`src/rtl/magnetron_ctrl.sv`:
```
// -----------------------------------------------------------------------------
// magnetron_ctrl
// Clocked microwave-oven magnetron controller: cook-time countdown, power-level
// duty cycling and pause/resume, sitting between the front-panel buttons/door
// switch and the magnetron drive.
//
// Build option: define MAG_POWER_EN to enable power-level duty cycling. When it
// is left undefined the magnetron is driven for the whole of COOK and the
// power_in / duty counter logic is not built.
//
// Parameters
//   TIME_W    : width of the cook time in seconds
//   TICK_DIV  : clk cycles per one-second tick (>= 2)
//   POWER_MAX : full-power level and duty window length in ticks
//   PW_W      : width of the power level (must hold POWER_MAX)
// Ports
//   clk, rst          : clock, asynchronous active-high reset
//   startn            : start button, active low, acts on its falling edge
//   stopn, clearn     : stop / clear buttons, active low, level sensitive
//   door_closed       : 1 = door closed
//   time_load         : one-cycle strobe loading time_in and power_in
//   time_in, power_in : cook time (s) and power level (0..POWER_MAX)
//   mag_on            : registered magnetron enable
//   remaining         : seconds left
//   done              : high while in DONE
//   state             : IDLE=0, COOK=1, PAUSE=2, DONE=3
// -----------------------------------------------------------------------------
module magnetron_ctrl #(
    parameter int TIME_W    = 12,
    parameter int TICK_DIV  = 50_000_000,
    parameter int POWER_MAX = 10,
    parameter int PW_W      = 4
) (
    input  logic              clk,
    input  logic              rst,
    input  logic              startn,
    input  logic              stopn,
    input  logic              clearn,
    input  logic              door_closed,
    input  logic              time_load,
    input  logic [TIME_W-1:0] time_in,
    input  logic [PW_W-1:0]   power_in,
    output logic              mag_on,
    output logic [TIME_W-1:0] remaining,
    output logic              done,
    output logic [1:0]        state
);

    typedef enum logic [1:0] {
        IDLE  = 2'd0,
        COOK  = 2'd1,
        PAUSE = 2'd2,
        DONE  = 2'd3
    } state_t;

    localparam int             PS_W      = $clog2(TICK_DIV);
    localparam logic [PS_W-1:0] TICK_LAST = PS_W'(TICK_DIV - 1);

    state_t              state_r;
    logic [TIME_W-1:0]   remaining_r;
    logic [PS_W-1:0]     presc_r;
    logic                startn_q_r;
    logic                mag_on_r;
    logic                done_r;

    logic                start_ev_s;
    logic                rem_nz_s;
    // Duty condition for: staying on the current duty slot, the slot after a
    // tick, and a fresh start (duty count 0).
    logic                duty_now_s;
    logic                duty_tick_s;
    logic                duty_start_s;

    assign start_ev_s = startn_q_r & ~startn;
    assign rem_nz_s   = (remaining_r != {TIME_W{1'b0}});

`ifdef MAG_POWER_EN
    logic [PW_W-1:0]     power_r;
    logic [PW_W-1:0]     duty_r;
    logic [PW_W-1:0]     duty_inc_s;
    logic [PW_W-1:0]     pow_clamp_s;

    assign duty_inc_s   = (duty_r == PW_W'(POWER_MAX - 1)) ? {PW_W{1'b0}} : (duty_r + PW_W'(1));
    assign pow_clamp_s  = (power_in > PW_W'(POWER_MAX)) ? PW_W'(POWER_MAX) : power_in;
    assign duty_now_s   = (duty_r < power_r);
    assign duty_tick_s  = (duty_inc_s < power_r);
    assign duty_start_s = (power_r != {PW_W{1'b0}});
`else
    logic                unused_power_s;

    assign unused_power_s = ^{power_in, PW_W'(POWER_MAX)};
    assign duty_now_s     = 1'b1;
    assign duty_tick_s    = 1'b1;
    assign duty_start_s   = 1'b1;
`endif

    // Controller FSM with its counters; mag_on/done default low and are
    // raised only on paths whose next state is COOK/DONE.
    always_ff @(posedge clk or posedge rst) begin
        if (rst) begin
            state_r     <= IDLE;
            remaining_r <= {TIME_W{1'b0}};
            presc_r     <= {PS_W{1'b0}};
            startn_q_r  <= 1'b1;
            mag_on_r    <= 1'b0;
            done_r      <= 1'b0;
`ifdef MAG_POWER_EN
            power_r     <= PW_W'(POWER_MAX);
            duty_r      <= {PW_W{1'b0}};
`endif
        end else begin
            startn_q_r <= startn;
            mag_on_r   <= 1'b0;
            done_r     <= 1'b0;
            if (!clearn) begin
                state_r     <= IDLE;
                remaining_r <= {TIME_W{1'b0}};
                presc_r     <= {PS_W{1'b0}};
`ifdef MAG_POWER_EN
                power_r     <= PW_W'(POWER_MAX);
                duty_r      <= {PW_W{1'b0}};
`endif
            end else begin
                case (state_r)
                    IDLE: begin
                        // A held stop button outranks a start press.
                        if (start_ev_s && stopn && door_closed && rem_nz_s) begin
                            state_r  <= COOK;
                            presc_r  <= {PS_W{1'b0}};
                            mag_on_r <= duty_start_s;
`ifdef MAG_POWER_EN
                            duty_r   <= {PW_W{1'b0}};
`endif
                        end else if (time_load) begin
                            remaining_r <= time_in;
`ifdef MAG_POWER_EN
                            power_r     <= pow_clamp_s;
`endif
                        end else begin
                            state_r <= IDLE;
                        end
                    end
                    COOK: begin
                        if (!stopn || !door_closed) begin
                            // Counters freeze; resume continues from here.
                            state_r <= PAUSE;
                        end else if (presc_r == TICK_LAST) begin
                            presc_r <= {PS_W{1'b0}};
`ifdef MAG_POWER_EN
                            duty_r  <= duty_inc_s;
`endif
                            if (remaining_r <= TIME_W'(1)) begin
                                remaining_r <= {TIME_W{1'b0}};
                                state_r     <= DONE;
                                done_r      <= 1'b1;
                            end else begin
                                remaining_r <= remaining_r - TIME_W'(1);
                                mag_on_r    <= duty_tick_s;
                            end
                        end else begin
                            presc_r  <= presc_r + PS_W'(1);
                            mag_on_r <= duty_now_s;
                        end
                    end
                    PAUSE: begin
                        if (!stopn) begin
                            state_r     <= IDLE;
                            remaining_r <= {TIME_W{1'b0}};
                        end else if (start_ev_s && door_closed) begin
                            state_r  <= COOK;
                            mag_on_r <= duty_now_s;
                        end else begin
                            state_r <= PAUSE;
                        end
                    end
                    DONE: begin
                        if (!stopn || !door_closed) begin
                            state_r <= IDLE;
                        end else begin
                            done_r <= 1'b1;
                        end
                    end
                    default: begin
                        state_r <= IDLE;
                    end
                endcase
            end
        end
    end

    assign mag_on    = mag_on_r;
    assign remaining = remaining_r;
    assign done      = done_r;
    assign state     = state_r;

endmodule

```
`config.mk`:
```
export PLATFORM = sky130hd
export DESIGN_NAME = magnetron_ctrl
export DESIGN_NICKNAME = d
export VERILOG_FILES = /design/src/rtl/magnetron_ctrl.sv
export SDC_FILE = /design/constraint.sdc
export NUM_CORES = 1
export LEC_CHECK = 0
export CAP_MARGIN = 20
export CORE_AREA = 3 3 88 90
export CTS_CLUSTER_DIAMETER = 30
export DETAILED_ROUTE_END_ITERATION = 16
export DIE_AREA = 0 0 91 93
export PLACE_DENSITY = 0.69
export REMOVE_ABC_BUFFERS = 1
export SETUP_SLACK_MARGIN = 0.05
export SYNTH_ARGS = -nofsm -noshare
export SYNTH_HDL_FRONTEND = slang
export SYNTH_SLANG_ARGS = --single-unit
```
`constraint.sdc`:
```
create_clock -name clk -period 2.3 [get_ports clk]
set_input_delay 0.345 -clock clk [delete_from_list [all_inputs] [get_ports clk]]
set_output_delay 0.345 -clock clk [all_outputs]
set_load 0.1 [all_outputs]
```
Yosys cells after proc, flatten, opt, wreduce, memory -nomap -nowiden --
Index checks and enable logic that the tools add are counted.
Word-level totals: bits of input ports 23, output and inout bits 16, bits in registers 43, logic and storage cells 76
Cells by class: eq/ne operators 16, magnitude comparators 1, bitwise operators 2, reduce and logical (&&, ||, !) cells 12, $add $sub $neg 2, multiplexer cells 37
Operators by type and width (count):
- $mux W26 | 4
- $mux W12 | 7
- $pmux W26 S2 | 1
- $pmux W12 S3 | 1
- $add A26 B1 Y26 const B | 1
- $eq A26 B26 Y1 const B | 1
- $ne A3 B3 Y1 const B | 7
- $mux W2 | 9
- $le A12 B1 Y1 const B | 1
- $mux W1 | 12
- $ne A4 B4 Y1 const B | 3
- $reduce_bool A12 Y1 | 1
- $sub A12 B1 Y12 const B | 1
- $pmux W2 S4 | 1
- $reduce_and A6 Y1 | 1
- $eq A2 B2 Y1 const B | 2
- $logic_and A1 B1 Y1 | 4
- $ne A4 B1 Y1 const B | 1
- $reduce_and A4 Y1 | 1
- $ne A3 B1 Y1 const B | 1
- $pmux W1 S3 | 1
- $reduce_and A3 Y1 | 1
- $eq A2 B1 Y1 const B | 1
- $logic_not A1 Y1 | 2
- other kinds (5) | 5

Depth between registers and ports, before layout --
Gate-level depths: netlist of run 1.
depth after elaboration 8, gate-level depth with buffers 10, gate-level depth less buffers 8

Worst setup path before layout of run 1 --
Ideal clock, no wire load.
path type reg2reg, from register remaining_r[0], in the netlist remaining[0], to register presc_r[5], path slack -748 ps, required time 2217 ps, stages on the path, launching flop included 11, buffers on the path 2, setup time 83 ps, arrival 2965 ps, clock period less this slack 3048 ps, cells stage by stage dfrtp_1 -> inv_1 -> ha_1 -> nor4b_1 -> a41oi_1 -> a21oi_1 -> clkbuf_1 -> nor2_1 -> buf_2 -> nand3_1 -> o21ai_0
Between the ends: longest elaborated chain between the ends 4
Ends and longest elaborated chain:
- start, declared | RTL line 60 | logic [TIME_W-1:0] remaining_r;
- start signal, assigned | RTL line 102 | remaining_r <= {TIME_W{1'b0}};
- start signal, assigned | RTL line 117 | remaining_r <= {TIME_W{1'b0}};
- start signal, assigned | RTL line 135 | remaining_r <= time_in;
- $reduce_bool A12 Y1 | RTL line 75 | assign rem_nz_s = (remaining_r != {TIME_W{1'b0}});
- $logic_and A1 B1 Y1 | RTL line 127 | if (start_ev_s && stopn && door_closed && rem_nz_s) begin
- $ne A3 B3 Y1 (no source line)
- $reduce_and A3 Y1 (no source line)
- end signal, assigned | RTL line 118 | presc_r <= {PS_W{1'b0}};
- end signal, assigned | RTL line 129 | presc_r <= {PS_W{1'b0}};
- end signal, assigned | RTL line 148 | presc_r <= {PS_W{1'b0}};
- end, declared | RTL line 61 | logic [PS_W-1:0] presc_r;
Every way passes these cells. A chain may end at the register's enable or synchronous reset.

Final worst setup path of run 1 --
from register presc_r[18], to register presc_r[24]
Between the ends: longest elaborated chain between the ends 5, elaborated cells on any way between the ends 6, classes of those cells add/sub: 1; eq/ne: 1; mux: 4
Ends and longest elaborated chain:
- start signal, assigned | RTL line 103 | presc_r <= {PS_W{1'b0}};
- start signal, assigned | RTL line 118
- start signal, assigned | RTL line 129
- $add A26 B1 Y26 or $eq A26 B26 Y1 (tied branches) | RTL line 161, 147
- $mux W26 (*) | RTL line 147 | end else if (presc_r == TICK_LAST) begin
- $mux W26 (*) | RTL line 144 | if (!stopn || !door_closed) begin
- $pmux W26 S2 (*) | RTL line 124 | case (state_r)
- $mux W26 (*) | RTL line 115 | if (!clearn) begin
Mark *: on every way between the ends. The rest lies on a longest branch, timed or not. The select of a mux whose other input is x is not followed.

==> run_summary.xml, run 1 <==
<?xml version="1.0" encoding="UTF-8"?>
<metrics>
  <group name="outcome">
    <metric name="outcome" unit="">finished, violations left</metric>
    <metric name="violations_in_the_final_reports" unit="">negative setup slack</metric>
  </group>
  <group name="synth">
    <metric name="synth_cells" unit="">318</metric>
    <metric name="synth-seq-cells" unit="">43</metric>
    <metric name="synth.distinct_cells" unit="">58</metric>
    <metric name="async_flop_share" unit="">1.00</metric>
    <metric name="synth_flop_cell" unit="">sky130_fd_sc_hd__dfrtp_1</metric>
    <metric name="syn_area_per_cell" unit="µm²">8.62</metric>
    <metric name="yosys_warnings" unit="">0</metric>
    <metric name="mappedNetlistArea" unit="µm²">2740</metric>
    <metric name="synth_edf_count" unit="">0</metric>
    <metric name="sequential_area_share_after_synthesis" unit="">0.393</metric>
  </group>
  <group name="critical_path">
    <metric name="critical_path_s_top_delay_family" unit="">simple AND/OR/NAND/NOR gates</metric>
    <metric name="critical_path_cell_count" unit="">9</metric>
    <metric name="critical_path_peak_fanout" unit="">6</metric>
    <metric name="cp-start-kind" unit="">flop</metric>
    <metric name="critPathRequiredTime" unit="ns">2.47</metric>
    <metric name="path_class" unit="">flop to flop</metric>
    <metric name="timing.critical_path.slowest_cell_delay" unit="ns">0.53</metric>
    <metric name="worst-endpoint-arrival" unit="ns">2.55</metric>
    <metric name="crit_buf_inv" unit="">3</metric>
    <metric name="critical_path.cell_chain" unit="">or4b_1 &gt; or4_4 &gt; o21bai_4 &gt; buf_12 &gt; buf_12 &gt; buf_16 &gt; a21oi_2 &gt; o21ai_1 &gt; o31ai_1</metric>
    <metric name="timing.reg2reg.worst_path_depth" unit="">9</metric>
    <metric name="critPathCaptureType" unit="">flop</metric>
    <metric name="cell_repeated_most_along_the_worst_path" unit="">sky130_fd_sc_hd__buf_12</metric>
    <metric name="critical-path-slowest-cell" unit="">sky130_fd_sc_hd__or4b_1</metric>
  </group>
  <group name="timing">
    <metric name="relSlewSlack" unit="">0.589</metric>
    <metric name="clock.fmax" unit="MHz">421</metric>
    <metric name="finalSetupTns" unit="ns">-1.02</metric>
    <metric name="layout_min_cycle_time" unit="ns">2.37</metric>
    <metric name="final_cycle_share" unit="">1.03</metric>
    <metric name="rsz0062_at_grt" unit="">true</metric>
    <metric name="fin_skew" unit="ns">0.0119</metric>
    <metric name="timing_worst_slew_pin_value" unit="ns">0.612</metric>
    <metric name="setup_slack" unit="ns">-0.0729</metric>
    <metric name="maxSlewViolCount" unit="">0</metric>
    <metric name="final_hold_viol_count" unit="">0</metric>
    <metric name="setup_violations" unit="">25</metric>
  </group>
  <group name="job">
    <metric name="max-cap-violations" unit="">0</metric>
  </group>
  <group name="power">
    <metric name="irDropWorstVdd" unit="µV">308</metric>
    <metric name="powerDensity" unit="nW/µm²">477</metric>
    <metric name="power.leakage" unit="nW">1.88</metric>
  </group>
  <group name="drt">
    <metric name="route.detailed.drc" unit="">0</metric>
    <metric name="vias_per_inst" unit="">5.60</metric>
    <metric name="route.detailed.wl_per_inst" unit="µm">16.2</metric>
    <metric name="wl" unit="µm">8420</metric>
    <metric name="dr_vias" unit="">2908</metric>
    <metric name="drt_first_iter_violations" unit="">218</metric>
    <metric name="drt_pass1_iterations" unit="">5</metric>
    <metric name="route.antenna.remaining_nets" unit="">0</metric>
  </group>
  <group name="min_path">
    <metric name="hp-class" unit="">primary input to async pin</metric>
  </group>
  <group name="clocking">
    <metric name="cts_num_sinks" unit="">43</metric>
    <metric name="ctsHtreeMaxLevel" unit="">2</metric>
    <metric name="clock_insertion_delay_at_the_later_pin_of_the_skew_report" unit="ns">0.30</metric>
    <metric name="cts-buffers-inserted" unit="">5</metric>
    <metric name="clock_path_buffers" unit="">2</metric>
    <metric name="cts_tree" unit="">yes</metric>
    <metric name="clock_tree.root_cell" unit="">sky130_fd_sc_hd__clkbuf_8</metric>
    <metric name="cts.reportedPaths.clkPinSlew" unit="ns">0.09</metric>
  </group>
  <group name="placed_design">
    <metric name="pre_cts_ws" unit="ns">-0.466</metric>
    <metric name="place.gp.congestion" unit="">0.905</metric>
    <metric name="post_dp_hpwl" unit="µm">5370</metric>
    <metric name="placedCellCount" unit="">498</metric>
    <metric name="port-buffer-count" unit="">34</metric>
  </group>
  <group name="finish">
    <metric name="final_layout_size_suffix_gt1_frac" unit="">0.381</metric>
    <metric name="postLayoutCoreUtil" unit="">0.587</metric>
    <metric name="final_nets" unit="">449</metric>
    <metric name="multi_input_area" unit="µm²">1790</metric>
    <metric name="nFillCells" unit="">611</metric>
    <metric name="antenna-diode-count" unit="">0</metric>
    <metric name="layout.area.seq" unit="µm²">1080</metric>
    <metric name="syn_to_final_growth" unit="%">52.7</metric>
    <metric name="post_layout_instance_count_excluding_filler_cells" unit="">519</metric>
  </group>
  <group name="floorplan">
    <metric name="design.die.area" unit="µm²">8460</metric>
    <metric name="core_region_area" unit="µm²">7140</metric>
    <metric name="top_level_ports" unit="">39</metric>
    <metric name="die-height" unit="µm">93</metric>
    <metric name="die_x" unit="µm">91</metric>
    <metric name="initial_utilization" unit="">0.384</metric>
    <metric name="std_cell_rows" unit="">31</metric>
  </group>
  <group name="grt">
    <metric name="total_gr_overflow" unit="">0</metric>
    <metric name="grt_antenna_before_repair" unit="">0</metric>
    <metric name="grt_max_degree" unit="">29</metric>
    <metric name="first_global_vias" unit="">2846</metric>
    <metric name="grt_first_pass_wirelength" unit="µm">13500</metric>
    <metric name="grt_util_all_layers" unit="">0.195</metric>
  </group>
</metrics>
## cells in the mapped netlist (6+ instances only)
library cell / count / area [µm²]
sky130_fd_sc_hd__a21oi_1: 15 / 75.1
sky130_fd_sc_hd__a22o_2: 7 / 70.1
sky130_fd_sc_hd__a31oi_1: 6 / 37.5
sky130_fd_sc_hd__and3_1: 7 / 43.8
sky130_fd_sc_hd__clkbuf_1: 7 / 26.3
sky130_fd_sc_hd__dfrtp_1: 42 / 1050
sky130_fd_sc_hd__ha_1: 7 / 87.6
sky130_fd_sc_hd__inv_1: 23 / 86.3
sky130_fd_sc_hd__nand2_1: 26 / 97.6
sky130_fd_sc_hd__nand3_1: 13 / 65.1
sky130_fd_sc_hd__nand4_1: 7 / 43.8
sky130_fd_sc_hd__nor2_1: 17 / 63.8
sky130_fd_sc_hd__nor3_1: 10 / 50.1
sky130_fd_sc_hd__o21ai_0: 45 / 225
sky130_fd_sc_hd__o22ai_1: 8 / 50.1
## sequential cells by signal, summed over array words and instances, names as in the netlist
name / flops
presc_r: 26
remaining: 12
done: 1
startn_q_r: 1
mag_on: 1
state: 2
## worst paths after layout
check                            start           end  slack, ns
min reg2reg                presc_r[25]   presc_r[25]       0.50
max                        presc_r[18]   presc_r[24]      -0.07
min in group clk           presc_r[25]   presc_r[25]       0.50
max reg2reg                presc_r[18]   presc_r[24]      -0.07
min                                rst  remaining[3]       0.34
max in group asynchronous          rst    startn_q_r       1.35
## layer usage
| metal | vias up | share of wire | track usage |
|---|---|---|---|
| li1 | 1386 | - | - |
| met3 | 23 | 0.067 | 0.0491 |
| met4 | 0 | 0.025 | 0.0553 |
| met5 | - | 0 | 0 |
| met2 | 105 | 0.48 | 0.330 |
| met1 | 1394 | 0.42 | 0.248 |
## where the power goes
part | switching [mW] | leakage (nW) | internal [mW]
clock network | 0.281 | 0.0612 | 0.352
logic | 0.351 | 1.23 | 0.224
registers | 0.0131 | 0.590 | 0.775
total | 0.646 | 1.88 | 1.35
## what timing repair did
| item | in CTS | in global routing |
|---|---|---|
| pin swaps | 8 | 25 |
| cloned | 3 | 2 |
| endpoints found under the setup margin | 39 | 42 |
| hold buffers | 0 | 0 |
| resized for setup | 54 | 63 |
| buffers inserted | 7 | 4 |
| endpoints found under the hold margin | 0 | 0 |
## stage by stage
step	cell area [µm²]	hold slack, ns	power, mW
floorplan	2650	0.349	1.12
detailed placement	3540	0.480	1.32
CTS	3930	0.361	1.97
global placement	3540	0.467	1.31
finish	4190	0.340	2.00
global route	4190	0.382	2.09
## area by class of cell
cell class	count	area share
inverters	23	0.0206
clock buffers	6	0.0197
flip-flops and latches	43	0.257
repair buffers	108	0.238
multi-input cells	238	0.427
well taps	99	0.0296
clock inverters	2	0.00837
## cell families after synthesis
logic type / share of synthesized area
AOI/OAI and AO/OA: 0.279
DFF: 0.393
and+or+nand+nor: 0.215
adders and majority gates: 0.0319
buffers and inverters: 0.0648
xor gates and xnor gates: 0.0160
## cell usage in the layout (no fill, tap or decap), drive strengths merged, types with 6 or more instances in the layout
cell,synthesis,final
nand3,13,13
dfrtp,42,42
nand2,26,26
a21oi,15,15
nor3,10,10
ha,7,7
inv,23,22
clkdlybuf4s50,0,18
a31oi,6,6
clkbuf,7,6
o21ai,48,48
and3,8,8
o22ai,8,8
nand4,7,7
nor2,17,18
a22o,11,11
buf,8,90
No activity file was read; power rests on OpenSTA's default activity.
==> run 2, diff against run 1 <==
- CELL_PAD_IN_SITES_DETAIL_PLACEMENT: not set -> 1
- CELL_PAD_IN_SITES_GLOBAL_PLACEMENT: not set -> 1
- CORE_AREA: 3 3 88 90 -> 3 3 91 93
- DIE_AREA: 0 0 91 93 -> 0 0 94 96
- MAX_ROUTING_LAYER: not set -> met4
- PLACE_DENSITY: 0.69 -> 0.81
==> run_summary.xml, run 2 (synthesized netlist as in run 1, its figures left out) <==
<?xml version="1.0" encoding="UTF-8"?>
<metrics>
  <group name="outcome">
    <metric name="outcome" unit="">finished, violations left</metric>
    <metric name="violations_in_the_final_reports" unit="">negative setup slack</metric>
  </group>
  <group name="power">
    <metric name="power.leakage" unit="nW">1.83</metric>
    <metric name="irDropWorstVdd" unit="µV">264</metric>
    <metric name="p_clk_frac" unit="">0.285</metric>
    <metric name="netSwitchingPower" unit="mW">0.679</metric>
    <metric name="powerDensity" unit="nW/µm²">476</metric>
    <metric name="sw_frac_of_total" unit="">0.347</metric>
    <metric name="comb_power_share" unit="">0.309</metric>
    <metric name="power.sequential.fraction" unit="">0.406</metric>
    <metric name="p_int" unit="mW">1.28</metric>
  </group>
  <group name="timing">
    <metric name="setup_slack" unit="ns">-0.136</metric>
    <metric name="fin_skew" unit="ns">0.00760</metric>
    <metric name="finalSetupTns" unit="ns">-1.96</metric>
    <metric name="clock.fmax" unit="MHz">410</metric>
    <metric name="timing_worst_slew_pin_value" unit="ns">0.633</metric>
    <metric name="layout_min_cycle_time" unit="ns">2.44</metric>
    <metric name="setup_violations" unit="">29</metric>
    <metric name="relSlewSlack" unit="">0.575</metric>
    <metric name="maxSlewViolCount" unit="">0</metric>
    <metric name="final_cycle_share" unit="">1.06</metric>
    <metric name="final_hold_viol_count" unit="">0</metric>
    <metric name="rsz0062_at_grt" unit="">true</metric>
    <metric name="finalHoldWorstSlack" unit="ns">0.346</metric>
  </group>
  <group name="clocking">
    <metric name="holdBufCountCts" unit="">0</metric>
    <metric name="cts_num_sinks" unit="">43</metric>
    <metric name="clock_insertion_delay_at_the_later_pin_of_the_skew_report" unit="ns">0.31</metric>
    <metric name="clock_path_buffers" unit="">2</metric>
    <metric name="ctsHtreeMaxLevel" unit="">2</metric>
    <metric name="clock_tree.root_cell" unit="">sky130_fd_sc_hd__clkbuf_8</metric>
    <metric name="cts.reportedPaths.clkPinSlew" unit="ns">0.09</metric>
    <metric name="cts_tree" unit="">yes</metric>
    <metric name="cts-buffers-inserted" unit="">5</metric>
  </group>
  <group name="finish">
    <metric name="leading_cell_types_in_the_layout_fill_and_taps_excluded" unit="">sky130_fd_sc_hd__buf_4, sky130_fd_sc_hd__dfrtp_1, sky130_fd_sc_hd__o21ai_1</metric>
    <metric name="mostFrequentLayoutCell" unit="">sky130_fd_sc_hd__buf_4</metric>
    <metric name="largest_register_ff_count" unit="">26</metric>
    <metric name="post_layout_instance_count_excluding_filler_cells" unit="">515</metric>
    <metric name="largest-register" unit="">presc_r</metric>
    <metric name="antenna-diode-count" unit="">0</metric>
    <metric name="postLayoutCoreUtil" unit="">0.541</metric>
    <metric name="nFillCells" unit="">877</metric>
    <metric name="syn_to_final_growth" unit="%">50.1</metric>
    <metric name="final_nets" unit="">442</metric>
    <metric name="final_layout_size_suffix_gt1_frac" unit="">0.368</metric>
  </group>
  <group name="floorplan">
    <metric name="die-height" unit="µm">96</metric>
    <metric name="core_region_area" unit="µm²">7610</metric>
    <metric name="design.die.area" unit="µm²">9020</metric>
    <metric name="std_cell_rows" unit="">32</metric>
    <metric name="top_level_ports" unit="">39</metric>
    <metric name="die_x" unit="µm">94</metric>
    <metric name="initial_utilization" unit="">0.361</metric>
  </group>
  <group name="grt">
    <metric name="first_global_vias" unit="">3119</metric>
    <metric name="total_gr_overflow" unit="">0</metric>
    <metric name="grt_max_degree" unit="">30</metric>
    <metric name="grt_antenna_before_repair" unit="">0</metric>
    <metric name="grt_util_all_layers" unit="">0.214</metric>
    <metric name="grt_first_pass_wirelength" unit="µm">15100</metric>
  </group>
  <group name="critical_path">
    <metric name="critical_path_peak_fanout" unit="">6</metric>
    <metric name="timing.rr.start" unit="">presc_r[7]</metric>
    <metric name="critPathRequiredTime" unit="ns">2.50</metric>
    <metric name="setup.worst_path.end" unit="">remaining[4]</metric>
    <metric name="cp-start-kind" unit="">flop</metric>
    <metric name="setup.reg_to_reg.worst_slack" unit="ns">-0.14</metric>
    <metric name="reg2reg_to" unit="">remaining[4]</metric>
    <metric name="critPathCaptureType" unit="">flop</metric>
    <metric name="path_class" unit="">flop to flop</metric>
    <metric name="worst-endpoint-arrival" unit="ns">2.63</metric>
    <metric name="critical_path.startpoint" unit="">presc_r[7]</metric>
    <metric name="timing.reg2reg.worst_path_depth" unit="">8</metric>
  </group>
  <group name="min_path">
    <metric name="hp-class" unit="">primary input to async pin</metric>
  </group>
  <group name="placed_design">
    <metric name="port-buffer-count" unit="">34</metric>
    <metric name="place.gp.congestion" unit="">0.862</metric>
    <metric name="post_dp_hpwl" unit="µm">6280</metric>
    <metric name="placedCellCount" unit="">490</metric>
    <metric name="pre_cts_ws" unit="ns">-0.245</metric>
  </group>
  <group name="drt">
    <metric name="route.antenna.remaining_nets" unit="">0</metric>
    <metric name="route.detailed.drc" unit="">0</metric>
    <metric name="dr_vias" unit="">2948</metric>
    <metric name="route.detailed.wl_per_inst" unit="µm">19.8</metric>
    <metric name="drt_pass1_iterations" unit="">4</metric>
    <metric name="drt_first_iter_violations" unit="">127</metric>
    <metric name="vias_per_inst" unit="">5.72</metric>
    <metric name="wl" unit="µm">10200</metric>
  </group>
  <group name="job">
    <metric name="max-cap-violations" unit="">0</metric>
  </group>
</metrics>
## run 2: power groups by stage
stage | clock (mW) | combinational [mW] | sequential (mW)
2_1_floorplan | 0 | 0.178 | 0.944
3_3_place_gp | 0 | 0.501 | 0.805
3_5_place_dp | 0 | 0.515 | 0.807
4_1_cts | 0.559 | 0.538 | 0.793
5_1_grt | 0.594 | 0.640 | 0.798
6_report | 0.559 | 0.604 | 0.795
## run 2: critical path, stage by stage (launching register included)
cell and delay [ns]:
sky130_fd_sc_hd__dfrtp_1 0.42, sky130_fd_sc_hd__or4b_1 0.53, sky130_fd_sc_hd__or4_4 0.50, sky130_fd_sc_hd__o31ai_4 0.23, sky130_fd_sc_hd__a21oi_2 0.09, sky130_fd_sc_hd__buf_6 0.15
sky130_fd_sc_hd__buf_8 0.14, sky130_fd_sc_hd__a31oi_4 0.15, sky130_fd_sc_hd__o22ai_1 0.10
## run 2: area by class of cell
type | instances | area [µm²] | share of cell area
inverters | 23 | 86.3 | 0.0210
well taps | 102 | 128 | 0.0310
multi-input cells | 237 | 1770 | 0.429
repair buffers | 102 | 958 | 0.233
flip-flops and latches | 43 | 1080 | 0.262
clock buffers | 8 | 100 | 0.0243
## run 2: layer usage
layer  share of wire  wire length (µm)  up-vias  global-route usage
met3           0.042               426       23              0.0422
li1                -                 -     1370                   -
met2            0.53              5410       78               0.382
met4           0.024               244        0              0.0493
met5               0                 0        -                   -
met1            0.40              4110     1477               0.250
## run 2: how the worst min path moves through the flow
stage | start | end | slack, ns | cells past startpoint
after global placement | presc_r[3] | presc_r[3] | 0.48 | 1
final | rst | remaining[1] | 0.35 | 2
after floorplan | startn | startn_q_r | 0.35 | 0
after detailed placement | presc_r[3] | presc_r[3] | 0.50 | 1
after CTS | rst | remaining[4] | 0.37 | 2
after global routing | rst | remaining[4] | 0.38 | 2
## run 2: metrics by stage
step	cell area [µm²]	total power [mW]
after CTS	3680	1.89
final	4120	1.96
after detailed placement	3500	1.32
after global routing	4120	2.03
after floorplan	2650	1.12
after global placement	3500	1.31
## run 2: timing repair
item,in CTS,in global routing
endpoints found under the setup margin,41,42
cloned,0,2
pin swaps,5,26
setup buffers,3,13
resized for setup,13,108
